<file path="config.mk">
export PLATFORM = sky130hd
export DESIGN_NAME = idli_serial_decode_m
export DESIGN_NICKNAME = d
export VERILOG_FILES = /design/src/rtl/idli_serial_decode_m.sv
export SDC_FILE = /design/constraint.sdc
export NUM_CORES = 1
export LEC_CHECK = 0
export ABC_CLOCK_PERIOD_IN_PS = 5800
export CAP_MARGIN = 20
export CORE_MARGIN = 5
export CORE_UTILIZATION = 45
export DETAILED_ROUTE_END_ITERATION = 10
export GPL_TIMING_DRIVEN = 0
export PLACE_DENSITY = 0.82
export SLEW_MARGIN = 5
export SYNTH_ARGS = -nofsm -noshare
export SYNTH_HDL_FRONTEND = slang
export SYNTH_SLANG_ARGS = --single-unit
export TNS_END_PERCENT = 1
</file>
<file path="constraint.sdc">
create_clock -name i_sd_gck -period 5.8 [get_ports i_sd_gck]
set_input_delay 1.16 -clock i_sd_gck [delete_from_list [all_inputs] [get_ports i_sd_gck]]
set_output_delay 1.16 -clock i_sd_gck [all_outputs]
set_load 0.02 [all_outputs]
</file>
<file path="src/rtl/idli_serial_decode_m.sv">
// Serial instruction front-end: deserialises SLICE_W-bit slices into
// word/imm, expands LD/ST ranges (IDLI_SERIAL_DECODE_RANGE_EN).
module idli_serial_decode_m #(
  parameter int SLICE_W = 4,
  parameter int REG_W   = 4
) (
  input  logic               i_sd_gck,
  input  logic               i_sd_rst,
  input  logic               i_sd_redirect,
  input  logic [SLICE_W-1:0] i_sd_enc,
  input  logic               i_sd_enc_vld,
  output logic               o_sd_enc_rdy,
  output logic               o_sd_op_vld,
  input  logic               i_sd_op_rdy,
  output logic [15:0]        o_sd_op_word,
  output logic [15:0]        o_sd_op_imm,
  output logic               o_sd_op_imm_vld,
  output logic [REG_W-1:0]   o_sd_op_reg,
  output logic               o_sd_op_last
);

  localparam int N     = 16 / SLICE_W;
  localparam int CNT_W = (N > 1) ? $clog2(N) : 1;

  generate
    if (!(SLICE_W == 1 || SLICE_W == 2 || SLICE_W == 4 ||
          SLICE_W == 8 || SLICE_W == 16)) begin : g_bad_w
      $error("idli_serial_decode_m: illegal SLICE_W");
    end
  endgenerate

  typedef enum logic [1:0] {
    S_WORD,
    S_IMM,
    S_ISSUE,
    S_EXPAND
  } state_t;

  state_t           state_q;
  logic [CNT_W-1:0] cnt_q;
  logic [15:0]      sr_q;
  logic [15:0]      word_q;
  logic [15:0]      imm_q;
  logic             imm_vld_q;

  logic             acc;
  logic             done;
  logic [3:0]       base;
  logic [15:0]      asm_w;
  logic             asm_range;
  logic             need_imm;
  logic [REG_W-1:0] r_reg;

  assign acc  = i_sd_enc_vld & o_sd_enc_rdy;
  assign done = acc & (cnt_q == CNT_W'(N - 1));

  // Slices land in place; the final slice completes the word in asm_w
  always_comb begin
    asm_w = sr_q;
    base  = 4'((N - 1 - int'(cnt_q)) * SLICE_W);
    asm_w[base +: SLICE_W] = i_sd_enc;
  end

  assign asm_range = (asm_w[15:13] == 3'b100);
  assign need_imm  = !asm_range && (asm_w[3:0] == 4'hF);
  assign r_reg     = REG_W'(word_q[11:8]);

`ifdef IDLI_SERIAL_DECODE_RANGE_EN
  logic [REG_W-1:0] nxt_q;
  logic [REG_W-1:0] s_reg;
  logic             is_range;

  assign s_reg    = REG_W'(word_q[7:4]);
  assign is_range = (word_q[15:13] == 3'b100);
`endif

  always_ff @(posedge i_sd_gck) begin
    if (i_sd_rst || i_sd_redirect) begin
      state_q   <= S_WORD;
      cnt_q     <= '0;
      sr_q      <= '0;
      word_q    <= '0;
      imm_q     <= '0;
      imm_vld_q <= 1'b0;
`ifdef IDLI_SERIAL_DECODE_RANGE_EN
      nxt_q     <= '0;
`endif
    end else begin
      if (acc) begin
        sr_q  <= asm_w;
        cnt_q <= done ? '0 : cnt_q + CNT_W'(1);
      end
      unique case (state_q)
        S_WORD: begin
          if (done) begin
            word_q    <= asm_w;
            imm_q     <= '0;
            imm_vld_q <= need_imm;
            state_q   <= need_imm ? S_IMM : S_ISSUE;
          end
        end
        S_IMM: begin
          if (done) begin
            imm_q   <= asm_w;
            state_q <= S_ISSUE;
          end
        end
        S_ISSUE: begin
          if (i_sd_op_rdy) begin
`ifdef IDLI_SERIAL_DECODE_RANGE_EN
            if (is_range && (r_reg != s_reg)) begin
              nxt_q   <= r_reg + REG_W'(1);
              state_q <= S_EXPAND;
            end else begin
              state_q <= S_WORD;
            end
`else
            state_q <= S_WORD;
`endif
          end
        end
`ifdef IDLI_SERIAL_DECODE_RANGE_EN
        S_EXPAND: begin
          if (i_sd_op_rdy) begin
            if (nxt_q == s_reg) begin
              state_q <= S_WORD;
            end else begin
              nxt_q <= nxt_q + REG_W'(1);
            end
          end
        end
`endif
        default: state_q <= S_WORD;
      endcase
    end
  end

  assign o_sd_enc_rdy    = (state_q == S_WORD) ||
                           (state_q == S_IMM);
  assign o_sd_op_vld     = (state_q == S_ISSUE) ||
                           (state_q == S_EXPAND);
  assign o_sd_op_word    = word_q;
  assign o_sd_op_imm     = imm_q;
  assign o_sd_op_imm_vld = imm_vld_q;

  always_comb begin
    o_sd_op_reg  = r_reg;
    o_sd_op_last = 1'b0;
`ifdef IDLI_SERIAL_DECODE_RANGE_EN
    if (state_q == S_EXPAND) begin
      o_sd_op_reg  = nxt_q;
      o_sd_op_last = (nxt_q == s_reg);
    end else if (state_q == S_ISSUE) begin
      o_sd_op_last = !is_range || (r_reg == s_reg);
    end
`else
    if (state_q == S_ISSUE) begin
      o_sd_op_last = 1'b1;
    end
`endif
  end

endmodule

</file>
Word level (Yosys, flattened, before mapping) --
Index checks and enable logic that the tools add are counted.
Storage, ports and cells: register bits 53, bits of input ports 9, output and inout bits 40, logic and storage cells 43
Operators by class: $add $sub $neg 3, eq/ne operators 9, shift operators 2, mux-type cells 11, bitwise gates (word level) 2, reduce and logical (&&, ||, !) cells 10
Operator list (count):
- two-way mux 16 bit | 2
- one-hot mux 16 bit (2 select lines) | 1
- bitwise mux 16 bit | 1
- variable shift 4 x 6 -> 16 bit (first input constant) | 1
- variable part select 4 x 6 -> 16 bit | 1
- two-way mux 2 bit | 5
- == test 2 bit (second input constant) | 3
- inequality test 2 bit (second input constant) | 3
- negator 4 -> 6 bit | 1
- one-hot mux 2 bit (3 select lines) | 1
- AND reduction 3 bit | 2
- == test 4 bit (second input constant) | 1
- == test 3 bit (second input constant) | 1
- logical OR 1 bit | 3
- adder 2 x 1 -> 2 bit (second input constant) | 1
- bitwise AND 1 bit | 2
- == test 2 x 1 -> 1 bit (second input constant) | 1
- logical NOT 2 bit | 1
- AND reduction 2 bit | 1
- nonzero test 2 bit | 1
- subtractor 2 bit (first input constant) | 1
- logical AND 1 bit | 1
- logical NOT 1 bit | 1
- two-way mux 1 bit | 1

Depth between registers and ports, before layout --
depth after elaboration 10, depth in mapped cells 7, mapped depth without buffers 6

Worst setup path after synthesis --
No wires, ideal clock.
path type input port to flip-flop, from in i_sd_redirect, to reg state_q[0], setup time 101 ps, arrival 2111 ps, data required time 5699 ps, slack 3588 ps, cell stages on the path 5, cell sequence or2_2 clkbuf_1 a2111oi_2 o311ai_1 o41ai_1
On the way: longest elaborated chain between the ends 1
RTL lines:
- from (decl) | line 9 | input logic i_sd_redirect,
- logical OR 1 bit | line 78 | if (i_sd_rst || i_sd_redirect) begin
- to (signal assigned) | line 99 | state_q <= need_imm ? S_IMM : S_ISSUE;
- to (decl) | line 39 | state_t state_q;
No other way between the ends. A chain may end at the register's enable or synchronous reset.

Worst setup path after layout --
from reg state_q[0], to out o_sd_op_last
On the way: longest elaborated chain between the ends 2
RTL lines:
- == test 2 bit | line 157 | if (state_q == S_ISSUE) begin
- two-way mux 1 bit | line 157
- to (decl) | line 19 | output logic o_sd_op_last
No other way between the ends.

==> impl_metrics.csv <==
group,metric,value,unit
synth,yosys.area.top_type,"dfxtp_1",
sta,hold_viol_final,0,
synth,synth_adder_area_share,0.02741,
sta,worst_slew_pin_slew,0.6089,ns
floorplan,core,5010,um2
critical_path,crit_path_max_fanout,9,
sta,min_period,2.734,ns
routing,wl_per_cell,15.51,um
clocking,post_cts_buffers,0,
synth,synth_edf_count,0,
synth,syn-cell-area,2282,um2
placed_design,gp_congestion,0.8969,
clocking,cts_resized,0,
critical_path,arrival,1.57,ns
status,status,"finished, final reports clean",
synth,synth_ff_type,"dfxtp_1",
cells_and_area,nNetsFinal,320,
clocking,ctsHoldBuffers,0,
global_route,track_usage,0.1928,
routing,routed-via-count,2040,
global_route,use_met3,0.03659,
synth,syn_area_per_cell,9.092,um2
critical_path,critPathKind,"register to output port",
synth,synth_compound_area_frac,0.2429,
routing,drt-initial-drc-count,198,
clocking,cts_tree,"yes",
critical_path,cp-end-kind,"output port",
sta,final.setup.tns,0,ns
critical_path,cp_data_required_time,4.64,ns
critical_path,start_kind,"register",
cells_and_area,design_area,2937,um2
sta,skew,0.004766,ns
global_route,first_global_vias,2017,
placed_design,place_worst_setup_slack,2.878,ns
global_route,met1_usage,0.2509,
clocking,cts_buffers,5,
global_route,grt_max_degree,17,
sta,rsz0062_at_grt,"false",
synth,synth_cells,251,
floorplan,num_rows,26,
synth,synthSimpleGateAreaFrac,0.1985,
placed_design,dpl_cell_area,2850,um2
sta,fin_crit_sh,0.4715,
cells_and_area,fillerInstances,495,
cells_and_area,final_cell_mix,"53 x dfxtp_1, 49 x nor2_1, 48 x clkdlybuf4s50_1",
floorplan,die_y,81.22,um
synth,yosys-top-cells-area,"dfxtp_1 46%, a211oi_1 8.9%, nor2_1 8.1%, a2bb2oi_1 4.6%, a32oi_1 3.5%",
global_route,gr-total-overflow,0,
cells_and_area,syn_to_final_growth,28.67,%
cells_and_area,final_common_cell,"dfxtp_1",
synth,ys_async_sr_fraction,0,
global_route,grt.busiest_layer,"met2",
routing,drc,0,
critical_path,cp_cell_sequence,"clkbuf_1 > nor2_1 > clkdlybuf4s50_1",
sta,fin_ws,3.066,ns
min_path,hp-class,"register to register",
floorplan,initial_core_util,0.4555,
run,cap_violations,0,
routing,avgViaCountPerCell,5.411,
synth,synthDominantCellAreaShare,0.4649,
clocking,cts_root_buffer,"clkbuf_8",
power,p_leak,0.9638,nW
global_route,grt_pass1_wl,9.756,mm
clocking,cts_max_level,2,
sta,setup_viol,0,
routing,ant_nets,0,
sta,slew_headroom,0.5941,
clocking,clock_latency,0.31,ns
clocking,cts_sinks,53,
clocking,cts_buffer_depth,2,
placed_design,portBuffers,48,
critical_path,worst_path_max_delay_cell,"clkdlybuf4s50_1",
critical_path,max_stage_delay,0.55,ns
power,pwr_density_cell,211.6,nW/um2
synth,ys_types,39,
sta,slew_violations,0,
synth,synth_top_family_by_area,"compound AO/OA/AOI/OAI gates",
power,ir_drop,0.0001181,V
synth,synthXorXnorAreaFrac,0,
clocking,clk_pin_slew,0.09,ns
critical_path,crit_family,"buffers and inverters",
sta,hold_slack,0.4667,ns
synth,synth_fp_nets,265,
floorplan,die_w,81.22,um
floorplan,io_pins,49,
critical_path,critPathBufInv,2,
global_route,met2_usage,0.3120,
cells_and_area,diodes,0,
floorplan,dieArea,6596,um2
synth,yosysSeqAreaShare,0.4649,
placed_design,hpwl,4.144,mm
global_route,antenna_found_initial,0,
cells_and_area,drive_gt1_frac,0.08143,
synth,synth-seq-cells,53,
sta,fmax,365.7,MHz
routing,drtPass1Iterations,4,
synth,synthMuxAreaShare,0.004386,
routing,wl,5.847,mm
synth,yosysWarnings,0,
[layout make-up]
type,instances,area (um2),share of cell area
plain buffers,24,115.1,0.03920
clock inverters,3,17.52,0.005965
multi-input cells,167,1080,0.3677
inverters,7,26.28,0.008948
repair buffers,48,480.5,0.1636
well taps,70,87.58,0.02983
flip-flops and latches,53,1061,0.3613
clock buffers,5,68.82,0.02343
[where the power goes]
group / internal (mW) / switching [mW] / total, mW
registers: 0.367 / 0.00207 / 0.369
logic: 0.0180 / 0.0303 / 0.0483
clock network: 0.0836 / 0.120 / 0.204
total: 0.469 / 0.153 / 0.621
[worst paths after layout]
| path | start | to | slack (ns) | cells past startpoint |
|---|---|---|---|---|
| max | state_q[0]$_SDFFE_PP0P_ | o_sd_op_last | 3.07 | 3 |
| min | sr_q[2]$_SDFFE_PP0P_ | sr_q[2]$_SDFFE_PP0P_ | 0.47 | 2 |
| max reg2reg | cnt_q[0]$_SDFFE_PP0P_ | state_q[0]$_SDFFE_PP0P_ | 3.32 | 7 |
| min reg2reg | sr_q[2]$_SDFFE_PP0P_ | sr_q[2]$_SDFFE_PP0P_ | 0.47 | 2 |
[sequential cells by signal, summed over array words and instances, names as in the netlist]
| register | count |
|---|---|
| state_q | 2 |
| o_sd_op_imm_vld | 1 |
| o_sd_op_imm | 16 |
| cnt_q | 2 |
| o_sd_op_word | 16 |
| sr_q | 16 |
[synth_stat cells (2+ instances only)]
cell type	number
a31o_1	2
nor3b_2	2
and2_1	4
a21oi_1	7
dfxtp_1	53
a2bb2oi_1	12
clkbuf_1	13
a311oi_1	2
nor2b_1	5
a31oi_1	2
nor2_2	2
nand3_1	3
buf_2	5
nand2b_1	5
a22oi_1	3
a32oi_1	9
a211oi_1	27
ha_1	5
nand3b_1	2
nand2_1	8
nand4b_1	4
buf_4	5
nor2_1	49
inv_1	7
[routing by layer]
metal	wire, um	vias up
li1	-	1017
met1	2683	956
met2	2792	53
met3	278	14
met4	92	0
met5	0	-
[worst register-to-register path: cells and delay by family (launching register included)]
| family | cells | cell delay (ns) |
|---|---|---|
| buffers and inverters | 2 | 0.35 |
| AO/OA/AOI/OAI | 3 | 0.85 |
| flip-flops | 1 | 0.39 |
| AND/OR/NAND/NOR | 1 | 0.33 |
| adder cells (fa/ha/maj) | 1 | 0.43 |
[logic make-up after synthesis]
logic type,after synthesis
and+or+nand+nor,90
AOI/OAI and AO/OA,71
DFF,53
buffers and inverters,31
adders and majority gates,5
muxes,1
[through the flow]
| step | utilization | total power [mW] | cells |
|---|---|---|---|
| global route | 0.5862 | 0.6471 | 377 |
| detailed placement | 0.5689 | 0.4250 | 369 |
| CTS | 0.5862 | 0.6232 | 377 |
| finish | 0.5862 | 0.6214 | 377 |
| floorplan | - | 0.4071 | 251 |
| global placement | 0.5689 | 0.4238 | 369 |
No activity file was read; power rests on OpenSTA's default activity.
